<file path="config.mk">
export PLATFORM = sky130hd
export DESIGN_NAME = hold_bus_arbiter
export DESIGN_NICKNAME = d
export VERILOG_FILES = /design/src/rtl/bus_arb_pkg.sv /design/src/rtl/rr_priority_picker.sv /design/src/rtl/hold_bus_arbiter.sv
export SDC_FILE = /design/constraint.sdc
export NUM_CORES = 1
export LEC_CHECK = 0
export CORE_AREA = 10 10 47 49
export CTS_CLUSTER_DIAMETER = 200
export DETAILED_ROUTE_END_ITERATION = 16
export DIE_AREA = 0 0 57 59
export PLACE_DENSITY_LB_ADDON = 0.15
export SYNTH_ARGS = -nofsm -noshare
export SYNTH_HDL_FRONTEND = slang
export SYNTH_SLANG_ARGS = --single-unit
</file>
<file path="constraint.sdc">
create_clock -name CLK -period 3.9 [get_ports CLK]
set_input_delay 0.78 -clock CLK [delete_from_list [all_inputs] [get_ports CLK]]
set_output_delay 0.78 -clock CLK [all_outputs]
set_load 0.1 [all_outputs]
</file>
<file path="src/rtl/bus_arb_pkg.sv">
// Shared types and default sizing for the 8088 HOLD/HLDA bus arbiter.
// Optional tenure limiting is enabled by defining HOLD_TENURE_LIMIT_EN.
package bus_arb_pkg;

  localparam int unsigned NreqDefault      = 2;
  localparam int unsigned MaxTenureDefault = 16;

  typedef enum logic [2:0] {
    StIdle,
    StReqHold,
    StGrant,
    StHandoff,
    StRelease
  } arb_state_e;

endpackage

</file>
<file path="src/rtl/rr_priority_picker.sv">
// Combinational round-robin picker: search starts one past ptr_i and wraps.
// Unaffected by HOLD_TENURE_LIMIT_EN.
module rr_priority_picker #(
  parameter int unsigned NREQ = 2
) (
  input  logic [NREQ-1:0]         req_i,
  input  logic [$clog2(NREQ)-1:0] ptr_i,
  output logic [NREQ-1:0]         gnt_o,
  output logic                    valid_o
);

  localparam int unsigned PtrW = $clog2(NREQ);

  logic [PtrW-1:0] idx;

  always_comb begin
    gnt_o   = '0;
    valid_o = 1'b0;
    idx     = '0;
    for (int unsigned i = 1; i <= NREQ; i++) begin
      idx = PtrW'((32'(ptr_i) + i) % NREQ);
      if (!valid_o && req_i[idx]) begin
        gnt_o[idx] = 1'b1;
        valid_o    = 1'b1;
      end
    end
  end

endmodule

</file>
<file path="src/rtl/hold_bus_arbiter.sv">
// Arbitrates NREQ bus masters for the 8088 local bus via HOLD/HLDA.
// Define HOLD_TENURE_LIMIT_EN to preempt a tenure after MAX_TENURE grant cycles.
module hold_bus_arbiter
  import bus_arb_pkg::*;
#(
  parameter int unsigned NREQ       = NreqDefault,
  parameter int unsigned MAX_TENURE = MaxTenureDefault
) (
  input  logic                    CLK,
  input  logic                    RESET,
  input  logic [NREQ-1:0]         REQ,
  output logic [NREQ-1:0]         GNT,
  output logic                    HOLD,
  input  logic                    HLDA,
  output logic [$clog2(NREQ)-1:0] OWNER,
  output logic                    ABORT
);

  localparam int unsigned OwnW = $clog2(NREQ);

  arb_state_e      state_q;
  logic [NREQ-1:0] gnt_q;
  logic            hold_q;
  logic            abort_q;
  logic [OwnW-1:0] owner_q;

  logic [NREQ-1:0] pick_gnt;
  logic            pick_valid;
  logic [OwnW-1:0] pick_idx;
  logic            others_pending;
  logic            ten_expired;

  rr_priority_picker #(
    .NREQ (NREQ)
  ) u_picker (
    .req_i   (REQ),
    .ptr_i   (owner_q),
    .gnt_o   (pick_gnt),
    .valid_o (pick_valid)
  );

  always_comb begin
    pick_idx = '0;
    for (int unsigned i = 0; i < NREQ; i++) begin
      if (pick_gnt[i]) pick_idx = OwnW'(i);
    end
  end

  // gnt_q is the owner's one-hot while in GRANT
  assign others_pending = |(REQ & ~gnt_q);

`ifdef HOLD_TENURE_LIMIT_EN
  localparam int unsigned TenW = $clog2(MAX_TENURE + 1);

  logic [TenW-1:0] ten_q;
  logic            enter_grant;

  assign enter_grant = (state_q == StReqHold || state_q == StHandoff) && HLDA && pick_valid;
  assign ten_expired = (state_q == StGrant) && (ten_q == TenW'(MAX_TENURE)) && others_pending;

  always_ff @(posedge CLK or posedge RESET) begin
    if (RESET) begin
      ten_q <= '0;
    end else if (enter_grant) begin
      ten_q <= TenW'(1);
    end else if (state_q != StGrant) begin
      ten_q <= '0;
    end else if (ten_q != TenW'(MAX_TENURE)) begin
      ten_q <= ten_q + TenW'(1);
    end
  end
`else
  logic unused_max_tenure;
  assign unused_max_tenure = ^MAX_TENURE;
  assign ten_expired       = 1'b0;
`endif

  always_ff @(posedge CLK or posedge RESET) begin
    if (RESET) begin
      state_q <= StIdle;
      gnt_q   <= '0;
      hold_q  <= 1'b0;
      abort_q <= 1'b0;
      owner_q <= OwnW'(NREQ - 1);
    end else begin
      abort_q <= 1'b0;
      case (state_q)
        StIdle: begin
          if (|REQ) begin
            state_q <= StReqHold;
            hold_q  <= 1'b1;
          end
        end
        StReqHold: begin
          if (HLDA) begin
            if (pick_valid) begin
              state_q <= StGrant;
              gnt_q   <= pick_gnt;
              owner_q <= pick_idx;
            end else begin
              state_q <= StRelease;
              hold_q  <= 1'b0;
            end
          end
        end
        StGrant: begin
          if (!HLDA) begin
            state_q <= StIdle;
            gnt_q   <= '0;
            hold_q  <= 1'b0;
            abort_q <= 1'b1;
          end else if (ten_expired || !REQ[owner_q]) begin
            gnt_q <= '0;
            if (others_pending) begin
              state_q <= StHandoff;
            end else begin
              state_q <= StRelease;
              hold_q  <= 1'b0;
            end
          end
        end
        StHandoff: begin
          if (!HLDA) begin
            state_q <= StIdle;
            hold_q  <= 1'b0;
            abort_q <= 1'b1;
          end else if (pick_valid) begin
            state_q <= StGrant;
            gnt_q   <= pick_gnt;
            owner_q <= pick_idx;
          end else begin
            state_q <= StRelease;
            hold_q  <= 1'b0;
          end
        end
        StRelease: begin
          if (!HLDA) state_q <= StIdle;
        end
        default: begin
          state_q <= StIdle;
          gnt_q   <= '0;
          hold_q  <= 1'b0;
        end
      endcase
    end
  end

  assign GNT   = gnt_q;
  assign HOLD  = hold_q;
  assign ABORT = abort_q;
  assign OWNER = owner_q;

endmodule

</file>
[After elaboration in Yosys (flattened, before gate mapping)]
Cells that the tools add are included.
Operators by class
  $add $sub $neg: 2
  magnitude comparators: 5
  equality and inequality tests: 11
  mux-type cells: 39
  bitwise logic cells: 5
  reduce and logical (&&, ||, !) cells: 14
Operator list (number)
  $mux W3: 8
  $mux W1: 20
  $pmux W3 S5: 1
  $mux W2: 6
  $reduce_or A2 Y1: 5
  $reduce_and A4 Y1: 2
  $eq A3 B2 Y1 const B: 2
  $lt A1 B2 Y1 const B: 3
  $ne A2 B2 Y1 const B: 3
  $ne A3 B3 Y1 const B: 2
  $pmux W2 S3: 1
  $pmux W1 S5: 1
  $reduce_and A5 Y1: 1
  $ne A2 B1 Y1 const B: 2
  $eq A3 B1 Y1 const B: 1
  $eq A3 B3 Y1 const B: 1
  $logic_and A1 B1 Y1: 3
  $logic_not A3 Y1: 1
  $reduce_and A3 Y1: 1
  $add A1 B1 Y1 const B: 2
  $and A2 B2 Y2: 1
  $demux W1 S1: 2
  $ge A1 B1 Y1 const B: 2
  $not A1 Y1: 2
  other kinds (3): 3
Storage, ports and cells
  register bits: 8
  input bits: 5
  output and inout bits: 5
  logic and storage cells: 81

[Longest topological paths before layout]
  word-level depth: 11
  mapped depth: 5
  gate-level depth less buffers: 4

[Hierarchy]
From an unflattened synthesis, not the netlist that was laid out.
Second synthesis, totals
  cells, all modules: 60
  area total of the unflattened synthesis: 579.3 µm²
By module, submodules not included
  hold_bus_arbiter: instances 1, cells each 56, area each 554.3 µm², sequential area each 201.4 µm²
  rr_priority_picker: instances 1, cells each 4, area each 25.0 µm², sequential area each 0.0 µm²

[Worst setup path after synthesis]
No wires, ideal clock.
  path kind: register to register
  start: reg owner_q, in the netlist OWNER
  end: reg gnt_q[0], in the netlist GNT[0]
  library setup time: 0.128 ns
  data arrival time: 1.670 ns
  data required time: 3.772 ns
  setup slack: 2.102 ns
  cell stages (with the launch flop): 5
  buffers on the path: 0
  clock period less this slack: 1.798 ns
  path through: dfstp_2 > mux2_4 > a21oi_2 > o32a_4 > mux2i_1
Between the ends
  word-level cells in the longest chain between the ends: 11
  elaborated cells between the ends (all ways): 31
  classes of those cells: add/sub: 2; order compare: 4; eq/ne: 2; mux: 17; bitwise: 1; reduce/logical: 5
RTL lines
  start: declaration: RTL line hold_bus_arbiter.sv:25  | logic [OwnW-1:0] owner_q;
  start signal: assignment: RTL line hold_bus_arbiter.sv:84  | owner_q <= OwnW'(NREQ - 1);
  start signal: assignment: RTL line hold_bus_arbiter.sv:99  | owner_q <= pick_idx;
  start signal: assignment: RTL line hold_bus_arbiter.sv:130  | owner_q <= pick_idx;
  $add A1 B1 Y1: RTL line rr_priority_picker.sv:21  | idx = PtrW'((32'(ptr_i) + i) % NREQ);
  $lt A1 B2 Y1 (not written as such) / $ge A1 B1 Y1 (equally long branches): RTL line rr_priority_picker.sv:23  | gnt_o[idx] = 1'b1;
  $logic_and A1 B1 Y1 (not written as such): RTL line rr_priority_picker.sv:23
  $mux W1 (not written as such): RTL line rr_priority_picker.sv:23
  $demux W1 S1
  $mux W2: RTL line rr_priority_picker.sv:22  | if (!valid_o && req_i[idx]) begin
  $or A2 B2 Y2 (no source line)
  $mux W2: RTL line rr_priority_picker.sv:22
  $mux W2: RTL line hold_bus_arbiter.sv:96, hold_bus_arbiter.sv:127
  $mux W2: RTL line hold_bus_arbiter.sv:123  | if (!HLDA) begin
  $pmux W2 S3: RTL line hold_bus_arbiter.sv:87  | case (state_q)
  end signal: assignment: RTL line hold_bus_arbiter.sv:98  | gnt_q <= pick_gnt;
  end signal: assignment: RTL line hold_bus_arbiter.sv:129  | gnt_q <= pick_gnt;
  end: declaration: RTL line hold_bus_arbiter.sv:22  | logic [NREQ-1:0] gnt_q;
Several ways; a longest one is shown, not always the timed one. The select of a mux whose other input is x is not followed.
A chain may end at the register's enable or synchronous reset.

[Worst setup path in the final report]
  start: reg owner_q, in the netlist OWNER
  end: out OWNER
RTL lines
  end: declaration: RTL line hold_bus_arbiter.sv:15  | output logic [$clog2(NREQ)-1:0] OWNER,
No word-level cell between the ends.

==> results.ini <==
[final_layout]
num_antenna_cells = 0
drive_gt1_share_pct = 13.2
fin_area_um2 = 659
synthToLayoutAreaGrowth_pct = 18.7
final_nets = 74

[timing]
fin_skew_ns = 0.00722
finalCritPeriodShare_pct = 71.5
finalHoldViolCount = 0
rsz0062_at_grt = no
fin_setup_tns_ns = 0
maxSlewViolCount = 0
fmax_ghz = 0.359
relSlewSlack_pct = 35.0
finalWorstPathRequiredPeriod_ns = 2.79
worstMarginPinSlew_ns = 0.973
setup_viol = 0

[placement]
postPlaceCellArea_um2 = 633
io_buffer_count = 9
dp.final_hpwl_um = 899
gp_congestion = 0.748

[logic_synthesis]
netlist_area_um2 = 556
syn_avg_cell_area_um2 = 9.26
ys_seq_area_share_pct = 36.3
syn_inst = 60
ys_seq_elements = 8
yosysWarnings = 0
yosysUniqueCellTypes = 38
synth_nets = 65

[global_routing]
grt_pass1_wl_um = 2240
grt_max_degree = 13
first_global_vias = 475
antenna_found_initial = 0
grt_usage_pct = 8.10
grt.overflow.total = 0

[worst_setup_path]
cp_max_fo = 8
crit_type = flop to output port
endpoint_kind = output port
cp_data_arrival_time_ns = 2.01
crit_required_ns = 3.12
slowest_delay_ns = 1.15
path_cells = clkdlybuf4s50_1
critPathTopFamily = buffers and inverters
path_depth = 1
worstSetupStartpointType = flop
reg2regPathDepth = 4
cpMaxStageDelayCell = clkdlybuf4s50_1
path_buf_inv = 1

[cts]
cts.path.max_buffers = 2
worstSkewPairLatency_ns = 0.26
cts-htree-levels = 1
cts.sink_count = 8
cts_setup_buffers = 0
cts_tree = built
post_cts_resize_count = 0
hold_buffers = 0
cts.clk_slew.worst_paths_ns = 0.06
clockRootBuffer = clkbuf_4
cts_made_buffers = 3

[hold_path]
min_path_cells = 1
hold_class = flop to flop

[floorplan]
dieWidth_um = 57
io_pins = 10
rows = 14
die_h_um = 59
dieArea_mm2 = 0.00336
core_area_mm2 = 0.00140
initial_utilization_pct = 39.6

[power_and_ir_drop]
power_leakage_nw = 0.268
p_total_uw = 597
p_per_area_mw_per_mm2 = 906
peakVddDrop_mv = 0.615

[route]
drc = 0
firstDrtPassIters = 4
vias_per_cell = 5.60
wl_per_cell_um = 14.8
drtAntennaViolNets = 0
drt_iter0_drc = 12
vias = 470
wirelength_um = 1240

[run]
cap_violations = 0

[status]
status = complete, no violations

==> cell families (layout without fill, tap and decap cells) <==
group                  count (synthesis)  count (layout)  synth area share, %
muxes                                  3               3                 6.31
buffers and inverters                 11              19                 9.91
DFF                                    8               8                 36.3
AOI/OAI and AO/OA                     19              19                 28.8
and+or+nand+nor                       19              19                 18.7
==> sequential cells by signal, summed over array words and instances, names as in the netlist <==
| register | cells |
|---|---|
| GNT | 2 |
| ABORT | 1 |
| OWNER | 1 |
| HOLD | 1 |
| state_q | 3 |
==> stage by stage <==
stage / hold slack (ns) / util (%) / instances / worst slack [ns]
finish: 0.524 / 47.1 / 84 / 1.11
floorplan: 0.566 / - / 60 / 2.10
global route: 0.548 / 47.1 / 84 / 1.06
CTS: 0.524 / 47.1 / 84 / 1.10
global placement: 0.498 / 45.2 / 80 / 1.40
detailed placement: 0.506 / 45.2 / 80 / 1.38
==> synthesized netlist by cell type <==
cell type,instances,area [um^2]
nor3b_1,1,7.51
nand3b_1,1,7.51
a32o_1,1,10.0
a2bb2oi_1,1,8.76
nor3_1,1,5.00
nor2b_1,1,6.26
o21ba_1,1,10.0
a31oi_1,2,12.5
buf_6,1,11.3
dfstp_2,1,26.3
o21ai_0,1,5.00
dfrtp_1,7,175
a21oi_2,1,8.76
o21a_1,1,7.51
or2_0,1,6.26
clkbuf_1,1,3.75
nor4bb_1,1,10.0
mux2i_1,2,20.0
inv_2,2,7.51
a2111oi_0,1,8.76
buf_2,2,10.0
nand2_1,4,15.0
a22oi_1,1,7.51
o221ai_1,2,17.5
and3_1,1,6.26
inv_1,4,15.0
a41oi_1,1,8.76
or3_1,1,6.26
o22ai_1,1,6.26
mux2_4,1,15.0
nand2b_1,2,12.5
nor2_1,3,11.3
a221oi_1,1,8.76
o21ai_1,2,10.0
o32a_4,1,22.5
a21boi_0,1,7.51
nand3_1,2,10.0
clkbuf_4,1,7.51
==> routing by layer <==
layer  global-route usage [%]  wire length [um]
met4                     1.01                 6
met3                     4.72                93
met5                        0                 0
met1                     9.82               572
met2                     12.4               568
==> layout make-up <==
type,count,area (um^2)
fill,139,742
multi-input combinational,41,299
sequential,8,201
timing repair buffer,9,90.1
clock buffer,4,26.3
inverter,6,22.5
tap,16,20.0
==> placed cells by master, fill, tap and decap left out, drive strengths merged, types with 2 or more instances in the layout <==
cell	count
clkdlybuf4s50	9
dfrtp	7
inv	6
nand2	4
clkbuf	4
nor2	3
o21ai	3
nand2b	2
o221ai	2
a31oi	2
nand3	2
mux2i	2
==> final timing paths <==
kind	start	end	slack, ns
worst max register to register	OWNER	state_q[2]	2.34
worst min register to register	HOLD	HOLD	0.52
max in group asynchronous	RESET	OWNER	2.83
worst min-delay path	HOLD	HOLD	0.52
min in group asynchronous	RESET	GNT[1]	0.77
worst max-delay path	OWNER	OWNER	1.11
==> power breakdown <==
group	total, mW	switching, mW	internal [mW]
Clock	0.0710	0.0316	0.0394
Combinational	0.356	0.235	0.120
Sequential	0.171	0.0514	0.119
(Power assumes the default switching activity.)
